`config.mk`:
```
export PLATFORM = sky130hd
export DESIGN_NAME = tdm_digit_mux_n
export DESIGN_NICKNAME = d
export VERILOG_FILES = /design/src/rtl/tdm_digit_mux_n.sv
export SDC_FILE = /design/constraint.sdc
export NUM_CORES = 1
export LEC_CHECK = 0
export CAP_MARGIN = 0
export CORE_AREA = 2 2 79 96
export DETAILED_ROUTE_END_ITERATION = 8
export DIE_AREA = 0 0 81 98
export GPL_ROUTABILITY_DRIVEN = 0
export SLEW_MARGIN = 20
export SYNTH_ARGS = -nofsm -noshare
export SYNTH_HDL_FRONTEND = slang
export SYNTH_SLANG_ARGS = --single-unit
```
`constraint.sdc`:
```
create_clock -name clk -period 2.37 [get_ports clk]
set_input_delay 0.3555 -clock clk [delete_from_list [all_inputs] [get_ports clk]]
set_output_delay 0.3555 -clock clk [all_outputs]
set_load 0.01 [all_outputs]
```
`src/rtl/tdm_digit_mux_n.sv`:
```
// -----------------------------------------------------------------------------
// tdm_digit_mux_n
// Time-division multiplexer for an N-digit seven-segment display. Each digit
// owns one slot of REFRESH_CYCLES clocks. The first BLANK_CYCLES clocks of every
// slot keep all anodes off, which avoids ghosting. The inputs are copied into
// shadow registers once per frame, so a display never shows a mix of two values.
// All outputs are registered and lag the slot timer/index by one clock.
//
// Optional build macro: TDM_LZ_BLANK_EN
//   When defined, leading zeros are suppressed at each shadow load. A digit is
//   suppressed when it holds BCD 0 and its decimal point is off. Suppression
//   starts at the top digit and stops at the first digit that is not suppressed.
//   Digit 0 is never suppressed.
//
// Ports:
//   clk          system clock
//   rst_n        asynchronous reset, active low
//   en           run enable; 0 freezes the scan and blanks all anodes
//   d_bus        BCD digits, digit i = d_bus[4*i+3:4*i], digit 0 rightmost
//   dp_in        decimal point per digit, 1 = lit
//   dig_en       per-digit enable, 0 = digit dark during its slot
//   digit        BCD code of the slot currently shown
//   dp_out       decimal point of the slot currently shown
//   an           anode drive, polarity set by ANODE_ACTIVE_LOW
//   frame_start  one-cycle pulse in the cycle after the shadow registers load
// -----------------------------------------------------------------------------
module tdm_digit_mux_n #(
  parameter int NUM_DIGITS       = 4,
  parameter int REFRESH_CYCLES   = 50000,
  parameter int BLANK_CYCLES     = 0,
  parameter int ANODE_ACTIVE_LOW = 1
) (
  input  logic                    clk,
  input  logic                    rst_n,
  input  logic                    en,
  input  logic [4*NUM_DIGITS-1:0] d_bus,
  input  logic [NUM_DIGITS-1:0]   dp_in,
  input  logic [NUM_DIGITS-1:0]   dig_en,
  output logic [3:0]              digit,
  output logic                    dp_out,
  output logic [NUM_DIGITS-1:0]   an,
  output logic                    frame_start
);

  localparam int IDX_W = (NUM_DIGITS > 1) ? $clog2(NUM_DIGITS) : 1;
  localparam int TMR_W = $clog2(REFRESH_CYCLES);

  localparam logic [TMR_W-1:0] TMR_LAST = TMR_W'(REFRESH_CYCLES - 1);
  localparam logic [IDX_W-1:0] IDX_LAST = IDX_W'(NUM_DIGITS - 1);
  localparam logic [NUM_DIGITS-1:0] AN_OFF =
    (ANODE_ACTIVE_LOW != 0) ? {NUM_DIGITS{1'b1}} : {NUM_DIGITS{1'b0}};

  typedef enum logic {
    PH_BLANK = 1'b0,
    PH_SHOW  = 1'b1
  } phase_t;

  logic [TMR_W-1:0]        timer_r;
  logic [IDX_W-1:0]        idx_r;
  logic [4*NUM_DIGITS-1:0] shadow_d_r;
  logic [NUM_DIGITS-1:0]   shadow_dp_r;
  logic [NUM_DIGITS-1:0]   shadow_en_r;
  logic                    loaded_r;

  phase_t                  phase_s;
  logic                    slot_last_s;
  logic                    load_s;
  logic [TMR_W-1:0]        timer_nxt_s;
  logic [IDX_W-1:0]        idx_nxt_s;
  logic [NUM_DIGITS-1:0]   onehot_s;
  logic [NUM_DIGITS-1:0]   an_nxt_s;
  logic [3:0]              digit_s;
  logic                    dp_s;
  logic [NUM_DIGITS-1:0]   shadow_en_in_s;

`ifdef TDM_LZ_BLANK_EN
  // Mask of digits kept lit after leading-zero suppression; bit 0 always kept.
  function automatic logic [NUM_DIGITS-1:0] lz_mask(
    input logic [4*NUM_DIGITS-1:0] d,
    input logic [NUM_DIGITS-1:0]   dp
  );
    logic leading;
    lz_mask = {NUM_DIGITS{1'b1}};
    leading = 1'b1;
    for (int i = NUM_DIGITS - 1; i >= 1; i--) begin
      if (leading && (d[4*i +: 4] == 4'd0) && !dp[i]) begin
        lz_mask[i] = 1'b0;
      end else begin
        leading = 1'b0;
      end
    end
  endfunction

  // Shadow enable source: per-digit enables combined with leading-zero mask
  always_comb begin
    shadow_en_in_s = dig_en & lz_mask(d_bus, dp_in);
  end
`else
  // Shadow enable source: per-digit enables used unchanged
  always_comb begin
    shadow_en_in_s = dig_en;
  end
`endif

  // Slot phase, counter advance and shadow-load decision
  always_comb begin
    phase_s     = PH_SHOW;
    timer_nxt_s = timer_r;
    idx_nxt_s   = idx_r;
    if (int'(timer_r) < BLANK_CYCLES) begin
      phase_s = PH_BLANK;
    end else begin
      phase_s = PH_SHOW;
    end
    slot_last_s = (timer_r == TMR_LAST);
    // The first enabled edge after reset also loads, so frame 0 has real data.
    load_s = en && (!loaded_r || (slot_last_s && (idx_r == IDX_LAST)));
    if (slot_last_s) begin
      timer_nxt_s = {TMR_W{1'b0}};
      if (idx_r == IDX_LAST) begin
        idx_nxt_s = {IDX_W{1'b0}};
      end else begin
        idx_nxt_s = idx_r + IDX_W'(1);
      end
    end else begin
      timer_nxt_s = timer_r + TMR_W'(1);
      idx_nxt_s   = idx_r;
    end
  end

  // Next output values derived from the current slot and shadow contents
  always_comb begin
    for (int i = 0; i < NUM_DIGITS; i++) begin
      onehot_s[i] = (idx_r == IDX_W'(i));
    end
    digit_s = shadow_d_r[{idx_r, 2'b00} +: 4];
    dp_s    = shadow_dp_r[idx_r];
    if ((phase_s == PH_SHOW) && shadow_en_r[idx_r]) begin
      an_nxt_s = (ANODE_ACTIVE_LOW != 0) ? ~onehot_s : onehot_s;
    end else begin
      an_nxt_s = AN_OFF;
    end
  end

  // Scan counters, shadow registers and registered outputs
  always_ff @(posedge clk or negedge rst_n) begin
    if (!rst_n) begin
      timer_r     <= {TMR_W{1'b0}};
      idx_r       <= {IDX_W{1'b0}};
      shadow_d_r  <= {(4*NUM_DIGITS){1'b0}};
      shadow_dp_r <= {NUM_DIGITS{1'b0}};
      shadow_en_r <= {NUM_DIGITS{1'b0}};
      loaded_r    <= 1'b0;
      digit       <= 4'd0;
      dp_out      <= 1'b0;
      an          <= AN_OFF;
      frame_start <= 1'b0;
    end else if (en) begin
      timer_r <= timer_nxt_s;
      idx_r   <= idx_nxt_s;
      if (load_s) begin
        shadow_d_r  <= d_bus;
        shadow_dp_r <= dp_in;
        shadow_en_r <= shadow_en_in_s;
      end else begin
        shadow_d_r  <= shadow_d_r;
        shadow_dp_r <= shadow_dp_r;
        shadow_en_r <= shadow_en_r;
      end
      loaded_r    <= 1'b1;
      digit       <= digit_s;
      dp_out      <= dp_s;
      an          <= an_nxt_s;
      frame_start <= load_s;
    end else begin
      // Frozen: counters and shadows hold, anodes go dark.
      digit       <= digit_s;
      dp_out      <= dp_s;
      an          <= AN_OFF;
      frame_start <= 1'b0;
    end
  end

endmodule

```
==> flow_summary.yaml <==
outcome:
  status: "complete, no violations"
logic_synthesis:
  yosysSeqAreaShare_pct: 55.47
  synth_simple_gate_area_share_pct: 10.01
  yosysWarnings: 0
  synth_top_family_by_area: "multiplexers"
  muxShareOfSynthArea_pct: 20.28
  synth-xor-area-share_pct: 4.380
  synth-compound-area-share_pct: 2.972
  synth_adder_area_share_pct: 2.607
  syn_area_sq_um: 2400
  syn_nets: 201
  avgSynthCellArea_sq_um: 14.20
  synth_cell_types: 35
  syn_inst: 169
  ys_ff_latch: 53
setup_path:
  crit_start: "timer_r[0]"
  required_ps: 2570
  start_kind: "flip-flop"
  worstSetupEndpointType: "flip-flop"
  arrival_ps: 2200
  r2r_setup_slack_ps: 370
  path_cells: "ha_1 -> and4_1 -> and4_1 -> a21oi_4 -> buf_12 -> mux2_2"
  r2r_end: "shadow_d_r[3]"
  path_max_fanout: 25
  crit_family: "simple AND/OR/NAND/NOR gates"
  path_common_cell: "and4_1"
  max_stage_delay_ps: 420
  ff2ff_path_depth: 6
  critPathBufInv: 1
  critPathKind: "flip-flop to flip-flop"
  cpMaxStageDelayCell: "dfrtp_1"
  regToRegStartpoint: "timer_r[0]"
timing:
  hold_violations: 0
  relSlewSlack_pct: 56.82
  worst_slew_pin_slew_ps: 647.6
  fin_crit_sh_pct: 84.58
  clock.fmax_mhz: 498.9
  min_period_ps: 2004
  setup_viol: 0
  rsz0062_at_grt: "false"
  slew_viol_final: 0
  final.setup.tns_ps: 0
  clock-skew-final_ps: 7.688
cells_and_area:
  fillCellCount: 701
  final_cell_mix: "dfrtp_1 (49), clkdlybuf4s50_1 (35), mux2_4 (19)"
  drive_gt1_share_pct: 25.59
  n_antenna_cell: 0
  fin_nets: 242
  mostFrequentLayoutCell: "dfrtp_1"
  seq_area_sq_um: 1331
  syn_to_final_growth_pct: 23.72
  multi_input_area_sq_um: 965.9
clock_tree:
  cts_sinks: 53
  cts_resized: 0
  ctsHoldBuffers: 0
  post_cts_buffers: 0
  htree_num_levels: 2
  clkLatencyLatePin_ps: 310
  cts-buffers-inserted: 5
  cts_buffer_depth: 2
  path_clk_slew_ps: 100
  cts_root_buf: "clkbuf_8"
  cts_tree: "done"
floorplan:
  core_sq_um: 7062
  die_y_um: 98
  start_util_pct: 33.98
  pin_count: 37
  fp.dieW_um: 81
  die_area_sq_um: 7938
  fp-row-count: 34
place:
  portBuffers: 36
  dp_hpwl_um: 2941
power:
  p_leak_nw: 1.370
  peakVddDrop_v: 0.0003710
  power_density_nw_per_um2: 698.8
  finalPower_mw: 2.075
drt:
  ant_nets: 0
  wl_per_cell_um: 13.67
  totalWireLength_um: 4114
  drt_iter0_drc: 35
  dr.pass1.iters: 4
  viasPerCell: 4.674
  vias: 1407
  drc_errors: 0
min_path:
  hp-class: "input port to async pin"
global_route:
  grtUsageTotal_pct: 11.96
  grt_pass1_wl_um: 7196
  gr-total-overflow: 0
  grt_antenna_before_repair: 0
  grt_pass1_vias: 1507
  grt_max_degree: 54
job:
  max_cap_viol_count: 0
[cell families after synthesis]
logic type	after synthesis
compound gates	9
fa+ha+maj	5
buf+inv	15
simple gates	44
mux	31
flops	53
xor+xnor	12
[worst max path at each step]
stage	endpoint	cells after the start	slack, ps
4_1_cts	shadow_d_r[3]	6	360
3_5_place_dp	shadow_d_r[3]	6	310
5_1_grt	shadow_d_r[3]	6	270
2_1_floorplan	shadow_d_r[10]	7	400
6_report	shadow_d_r[3]	6	370
3_3_place_gp	shadow_d_r[3]	6	350
[worst register-to-register path, cell delays in order (launching register included)]
cell and delay, ps:
dfrtp_1 420, ha_1 260, and4_1 250, and4_1 200
a21oi_4 180, buf_12 220, mux2_2 370
[Yosys cell counts]
library cell / number / area share [%]
ha_1: 5 / 2.6
nand4_1: 5 / 1.3
and4bb_1: 1 / 0.52
nor4b_2: 1 / 0.63
or3_1: 1 / 0.26
mux4_2: 6 / 5.6
nor2b_1: 1 / 0.26
mux2_2: 5 / 2.3
a21oi_1: 1 / 0.21
nor4_1: 4 / 1.0
a41o_1: 1 / 0.42
or2_2: 2 / 0.52
nand3_1: 3 / 0.63
buf_4: 1 / 0.31
a31o_2: 1 / 0.37
buf_2: 2 / 0.42
a311oi_1: 1 / 0.37
nor2_1: 11 / 1.7
mux2i_1: 1 / 0.42
xnor2_1: 5 / 1.8
dfstp_2: 4 / 4.4
dfrtp_1: 49 / 51
mux2_4: 19 / 12
a21oi_4: 1 / 0.68
nor4bb_1: 1 / 0.42
a211oi_1: 1 / 0.31
o21ai_0: 3 / 0.63
buf_6: 1 / 0.47
inv_1: 7 / 1.1
xor2_1: 7 / 2.6
and4_1: 2 / 0.73
buf_12: 2 / 1.7
and2_1: 1 / 0.26
nand2_1: 11 / 1.7
clkbuf_1: 2 / 0.31
[sequential cells by signal (all words and copies together) (netlist names)]
register and cells:
an 4, shadow_en_r 4, digit 4, idx_r 2, frame_start 1, loaded_r 1, shadow_d_r 16, shadow_dp_r 4
timer_r 16, dp_out 1
[stage by stage]
stage | cells | util (%) | setup slack (ps) | area, sq um | hold slack (ps)
after global routing | 301 | 42.04 | 272.1 | 2969 | 216.7
after global placement | 293 | 40.34 | 353.0 | 2849 | 448.7
after detailed placement | 293 | 40.34 | 314.1 | 2849 | 450.8
after CTS | 301 | 42.04 | 362.2 | 2969 | 183.2
final | 301 | 42.04 | 365.6 | 2969 | 163.0
after floorplan | 169 | - | 395.0 | 2400 | 59.91
[per-layer routing]
layer	vias to the layer above	wire, um	track usage (%)
met2	32	2067	19.01
li1	672	-	-
met4	0	36	4.302
met5	-	0	0
met1	699	1838	15.27
met3	4	171	3.697
[report_power, final]
group | internal (mW) | switching [mW]
Sequential | 1.02 | 0.102
Combinational | 0.199 | 0.110
Clock | 0.344 | 0.299
[layout make-up]
| class | instances | area share [%] |
|---|---|---|
| tap | 90 | 3.793 |
| clock inverter | 2 | 1.264 |
| timing repair buffer | 42 | 13.91 |
| sequential | 53 | 44.84 |
| multi-input combinational | 101 | 32.53 |
| inverter | 7 | 0.8850 |
| clock buffer | 6 | 2.781 |
No activity file was read; power rests on OpenSTA's default activity.
